File: config.mk
export PLATFORM = sky130hd
export DESIGN_NAME = proc_sequencer
export DESIGN_NICKNAME = d
export VERILOG_FILES = /design/src/rtl/proc_sequencer.sv
export SDC_FILE = /design/constraint.sdc
export NUM_CORES = 1
export LEC_CHECK = 0
export ABC_AREA = 0
export CAP_MARGIN = 20
export CORE_ASPECT_RATIO = 1.4
export CORE_UTILIZATION = 40
export DETAILED_ROUTE_END_ITERATION = 10
export PLACE_DENSITY = 0.55
export SLEW_MARGIN = 30
export SYNTH_ARGS = -nofsm -noshare
export SYNTH_HDL_FRONTEND = slang
export SYNTH_SLANG_ARGS = --single-unit
File: constraint.sdc
create_clock -name Clock -period 3 [get_ports Clock]
set_input_delay 0.6 -clock Clock [delete_from_list [all_inputs] [get_ports Clock]]
set_output_delay 0.6 -clock Clock [all_outputs]
set_load 0.01 [all_outputs]
File: src/rtl/proc_sequencer.sv
// proc_sequencer: initiator side of the processor instruction interface.
//   Holds a 2**AW x 14 program memory and issues one instruction per processor
//   operation: pulses w, holds F/Rx/Ry/Data until Done, captures BusWires on Done.
// Ports:
//   Clock, Reset          - rising-edge clock, synchronous active-high reset
//   Start, LastAddr       - run program from address 0 to LastAddr (IDLE only)
//   ProgLoad/Addr/Word    - program memory write port (IDLE only)
//   Done, BusWires        - completion strobe and result bus from proc
//   w, F, Rx, Ry, Data    - instruction strobe and fields to proc
//   PC, Result            - current instruction address, last captured bus value
//   Busy, Finished, Error - status: running, end-of-program pulse, sticky timeout
// Optional build macro PROC_SEQ_TIMEOUT_EN: aborts a WAIT lasting TIMEOUT cycles
//   and raises Error; without it Error is tied low and WAIT never times out.
// Latency: Start -> first w is 1 cycle; Done -> next w is 1 cycle.
module proc_sequencer #(
  parameter int AW      = 4,
  parameter int TIMEOUT = 15
) (
  input  logic          Clock,
  input  logic          Reset,
  input  logic          Start,
  input  logic          ProgLoad,
  input  logic [AW-1:0] ProgAddr,
  input  logic [13:0]   ProgWord,
  input  logic [AW-1:0] LastAddr,
  input  logic          Done,
  input  logic [7:0]    BusWires,
  output logic          w,
  output logic [1:0]    F,
  output logic [1:0]    Rx,
  output logic [1:0]    Ry,
  output logic [7:0]    Data,
  output logic [AW-1:0] PC,
  output logic [7:0]    Result,
  output logic          Busy,
  output logic          Finished,
  output logic          Error
);

  typedef enum logic [1:0] {
    S_IDLE  = 2'd0,
    S_ISSUE = 2'd1,
    S_WAIT  = 2'd2,
    S_FIN   = 2'd3
  } state_t;

  state_t          state_q;
  logic [13:0]     mem_q [2**AW];
  logic [13:0]     instr_q;
  logic            w_q;
  logic            busy_q;
  logic            fin_q;
  logic [AW-1:0]   pc_q;
  logic [AW-1:0]   last_q;
  logic [7:0]      result_q;

  logic            prog_wr_d;
  logic [AW-1:0]   pc_inc_d;
  logic [AW-1:0]   fetch_addr_d;
  logic [13:0]     fetch_word_d;

  // Memory is only writable while idle; it is deliberately not cleared by Reset.
  assign prog_wr_d = (state_q == S_IDLE) && ProgLoad && !Reset;

  always_ff @(posedge Clock) begin
    if (prog_wr_d) begin
      mem_q[ProgAddr] <= ProgWord;
    end
  end

  // The word fetched on an edge is either address 0 (Start) or PC+1 (advance).
  // A write landing on the fetched address in the same cycle is forwarded so a
  // Start that coincides with a load of word 0 sees the new word.
  assign pc_inc_d     = pc_q + 1'b1;
  assign fetch_addr_d = (state_q == S_IDLE) ? '0 : pc_inc_d;
  assign fetch_word_d = (prog_wr_d && (ProgAddr == fetch_addr_d)) ? ProgWord
                                                                   : mem_q[fetch_addr_d];

`ifdef PROC_SEQ_TIMEOUT_EN
  localparam int CW = $clog2(TIMEOUT + 1);
  logic [CW-1:0] wcnt_q;
  logic          error_q;
  assign Error = error_q;
`else
  logic unused_timeout;
  assign Error          = 1'b0;
  assign unused_timeout = (TIMEOUT != 0);
`endif

  always_ff @(posedge Clock) begin
    if (Reset) begin
      state_q  <= S_IDLE;
      w_q      <= 1'b0;
      instr_q  <= '0;
      pc_q     <= '0;
      last_q   <= '0;
      result_q <= '0;
      busy_q   <= 1'b0;
      fin_q    <= 1'b0;
`ifdef PROC_SEQ_TIMEOUT_EN
      wcnt_q   <= '0;
      error_q  <= 1'b0;
`endif
    end else begin
      // w and Finished are single-cycle pulses.
      w_q   <= 1'b0;
      fin_q <= 1'b0;
      case (state_q)
        S_IDLE: begin
          if (Start) begin
            pc_q    <= '0;
            last_q  <= LastAddr;
            instr_q <= fetch_word_d;
            w_q     <= 1'b1;
            busy_q  <= 1'b1;
            state_q <= S_ISSUE;
`ifdef PROC_SEQ_TIMEOUT_EN
            error_q <= 1'b0;
`endif
          end
        end
        S_ISSUE: begin
          // Done here belongs to no instruction of ours and is ignored.
          state_q <= S_WAIT;
`ifdef PROC_SEQ_TIMEOUT_EN
          wcnt_q  <= '0;
`endif
        end
        S_WAIT: begin
          // Fields stay frozen: mvi reads Data at proc T1, after w has dropped.
          if (Done) begin
            result_q <= BusWires;
            if (pc_q == last_q) begin
              fin_q   <= 1'b1;
              state_q <= S_FIN;
            end else begin
              pc_q    <= pc_inc_d;
              instr_q <= fetch_word_d;
              w_q     <= 1'b1;
              state_q <= S_ISSUE;
            end
          end
`ifdef PROC_SEQ_TIMEOUT_EN
          else if (wcnt_q == CW'(TIMEOUT - 1)) begin
            // Abort leaves PC on the faulting instruction for inspection.
            error_q <= 1'b1;
            busy_q  <= 1'b0;
            state_q <= S_IDLE;
          end else begin
            wcnt_q  <= wcnt_q + 1'b1;
          end
`endif
        end
        S_FIN: begin
          busy_q  <= 1'b0;
          state_q <= S_IDLE;
        end
        default: state_q <= S_IDLE;
      endcase
    end
  end

  assign w        = w_q;
  assign F        = instr_q[13:12];
  assign Rx       = instr_q[11:10];
  assign Ry       = instr_q[9:8];
  assign Data     = instr_q[7:0];
  assign PC       = pc_q;
  assign Result   = result_q;
  assign Busy     = busy_q;
  assign Finished = fin_q;

endmodule

==> flow_summary.ini, run 1 <==
[status]
run_status = completed

[synth]
async_reset_ff_share_pct = 0
synth_edf_count = 224
avgSynthCellArea_um2 = 15.3
synth_seq_cells = 259
syn_area_um2 = 10300
yosysSeqAreaShare_pct = 72.0
yosysWarnings = 0
ys.flop_type = edfxtp_1
ys_types = 45
synth_cells = 674
syn_nets = 710

[finish]
nets = 802
num-fill-cells = 2224
diodes = 0
final_layout_size_suffix_gt1_share_pct = 17.8
area_growth_pct = 19.0

[critical_path]
arrival_ns = 2.97
slowest_stage = dfxtp_1
cp_max_fo = 58
start_kind = register
max_stage_delay_ns = 0.37
reg2reg_slack_ns = 0.43
end_kind = register
cp.required_ns = 3.40
path_cells = ha_1 -> nand2b_1 -> a21oi_4 -> buf_12 -> buf_4 -> mux4_2 -> a211oi_1 -> o32ai_1
reg2regPathDepth = 8
worst-setup-path-type = reg -> reg
rr_startpoint = PC[1]
r2r_end = instr_q[0]

[floorplan]
start_util_pct = 40.6
dieArea_um2 = 26400
core_area_um2 = 25400
rows = 69
fp.dieH_um = 192
die_w_um = 138
num_io_pins = 65

[grt]
grt_overflow = 0
grt_usage_pct = 18.2
grt_pass1_wl_mm = 35.3
antenna_found_initial = 0
grt_max_degree = 59
grt_pass1_vias = 6044

[cts]
cts_tree = built
cts_resized = 0
post_cts_buffers = 0
cts-htree-levels = 1
clk_latency_ns = 0.53
cts-root-buf = clkbuf_16
clk_path_buf_depth = 3
cts_sinks = 259
clk_pin_slew_ns = 0.06
cts_inserted_buffers = 26
holdBufCountCts = 0

[sta]
final-setup-viol-count = 0
tns_ns = 0
finalHoldViolations = 0
slew_viol_final = 0
holdWs_ns = 0.458
fin_crit_sh_pct = 85.7
layout_setup_ws_ns = 0.428
fmax_mhz = 389
tightest_slew_ns = 0.883
period_minus_slack_ns = 2.57
relSlewSlack_pct = 40.9
rsz0062_at_grt = false
skew_ns = 0.0117

[drt]
routed_via_density = 5.36
drt-pass1-iter-count = 5
avgRoutedWirePerCell_um = 21.3
dr_total_vias = 5914
drcViolationCount = 0
drt-total-wl_mm = 23.6
drt-initial-drc-count = 339
drtAntennaViolNets = 0

[placement]
dp_slack_ns = 0.443
hpwl_mm = 15.1
port_buffers = 63
globalplace.congestion = 0.801

[hold_path]
holdPathEnd = Result[0]
hp-class = reg -> reg
min_from = Result[0]
min_path_cells = 2

[power]
p_per_area_nw_per_um2 = 624
ir_drop_uv = 391
p_leak_nw = 3.91

[job]
max_cap_violations = 0
==> layout make-up <==
class | count | area (µm²) | area share (%)
multi-input combinational | 364 | 2620 | 21.3
inverter | 16 | 60.1 | 0.489
timing repair buffer | 99 | 926 | 7.54
clock buffer | 32 | 694 | 5.66
sequential | 259 | 7430 | 60.5
tap | 319 | 399 | 3.25
clock inverter | 15 | 149 | 1.21
==> critical path, delay by kind of cell (launching register included) <==
kind | cells | cell delay, ns
buf+inv | 2 | 0.66
fa+ha+maj | 1 | 0.22
flops | 1 | 0.37
mux | 1 | 0.35
simple gates | 1 | 0.21
compound gates | 3 | 0.61
==> synthesized netlist by cell type, drive strengths merged, types with 6 or more instances <==
cell,count,area [µm²]
inv,16,60.1
nand2b,6,45.0
mux2i,17,170
dfxtp,35,701
o21ai,31,189
edfxtp,224,6730
nand2,111,417
o32ai,14,190
nor2,23,101
a21o,15,113
nor3,19,95.1
clkbuf,12,45.0
a211oi,13,97.6
mux4,27,608
a21oi,60,334
buf,23,189
==> where the power goes <==
part	switching [mW]	internal, mW
sequential	0.0336	3.96
combinational	0.273	0.185
clock	1.31	1.89
total	1.62	6.04
==> through the flow <==
step	util (%)	cell area, µm²	cells	power [mW]
finish	48.4	12300	1104	7.66
detailed placement	45.0	11400	1057	4.53
global placement	45.0	11400	1057	4.52
CTS	48.4	12300	1104	7.73
global route	48.4	12300	1104	7.89
floorplan	-	10300	674	4.29
==> cell families (layout without fill, tap and decap cells) <==
| logic type | Yosys count | count (layout) | synth area share (%) |
|---|---|---|---|
| other | 1 | 1 | 0.0364 |
| XOR/XNOR | 4 | 4 | 0.340 |
| flip-flops | 259 | 259 | 72.0 |
| AO/OA/AOI/OAI | 139 | 139 | 9.41 |
| multiplexers | 47 | 47 | 7.87 |
| adder cells (fa/ha/maj) | 1 | 1 | 0.121 |
| AND/OR/NAND/NOR | 172 | 172 | 7.37 |
| buffers and inverters | 51 | 162 | 2.85 |
==> layer usage <==
layer  up-vias  wire length (µm)  GRT usage (%)
met5         -                 0              0
met4         0               491           5.35
met3        42               990           2.27
met2       148             12700           34.3
met1      2983              9410           21.2
li1       2741                 -              -
==> state kept, by name, summed over array words and instances (netlist names) <==
name      cells
Finished      1
Result        8
instr_q      14
Busy          1
last_q        4
mem_q       224
state_q       2
PC            4
w             1
==> cell usage in the layout (no fill, tap or decap), types with 4 or more instances in the layout <==
master / netlist / routed
nor2_1: 21 / 20
mux2i_1: 17 / 17
xnor2_1: 4 / 4
o21ai_2: 9 / 9
clkbuf_1: 12 / 5
nor3_1: 19 / 16
buf_4: 5 / 34
inv_1: 16 / 16
nand2b_1: 5 / 5
clkinv_1: 0 / 6
o32ai_1: 5 / 5
a211oi_1: 13 / 13
edfxtp_1: 224 / 224
clkbuf_16: 0 / 27
o32ai_2: 9 / 9
clkdlybuf4s50_1: 0 / 63
a21o_1: 15 / 15
mux4_2: 27 / 27
o21ai_0: 14 / 14
nand2_1: 111 / 111
a21oi_2: 6 / 5
o21ai_1: 8 / 8
dfxtp_1: 35 / 34
clkinv_2: 0 / 4
a21oi_1: 53 / 53
==> worst max path at each step <==
stage                start      endpoint  slack [ns]  cells after the start
5_1_grt              PC[1]    instr_q[1]        0.29                      8
3_3_place_gp   ProgAddr[2]  mem_q[0][11]        0.47                      4
2_1_floorplan        Reset   mem_q[2][0]        0.35                      4
6_report             PC[1]    instr_q[0]        0.43                      8
4_1_cts              PC[1]    instr_q[0]        0.42                      8
3_5_place_dp         PC[1]    instr_q[0]        0.44                      8
Power figures use the tool's default switching activity.
==> inputs of run 2 (changes only) <==
--- a/config.mk
+++ b/config.mk
@@ -11,6 +11,7 @@
 export CORE_UTILIZATION = 40
 export DETAILED_ROUTE_END_ITERATION = 10
 export PLACE_DENSITY = 0.55
+export SKIP_LAST_GASP = 1
 export SLEW_MARGIN = 30
 export SYNTH_ARGS = -nofsm -noshare
 export SYNTH_HDL_FRONTEND = slang
==> results of run 2 <==
The final DEF is identical to that of run 1; final timing and power are the same.
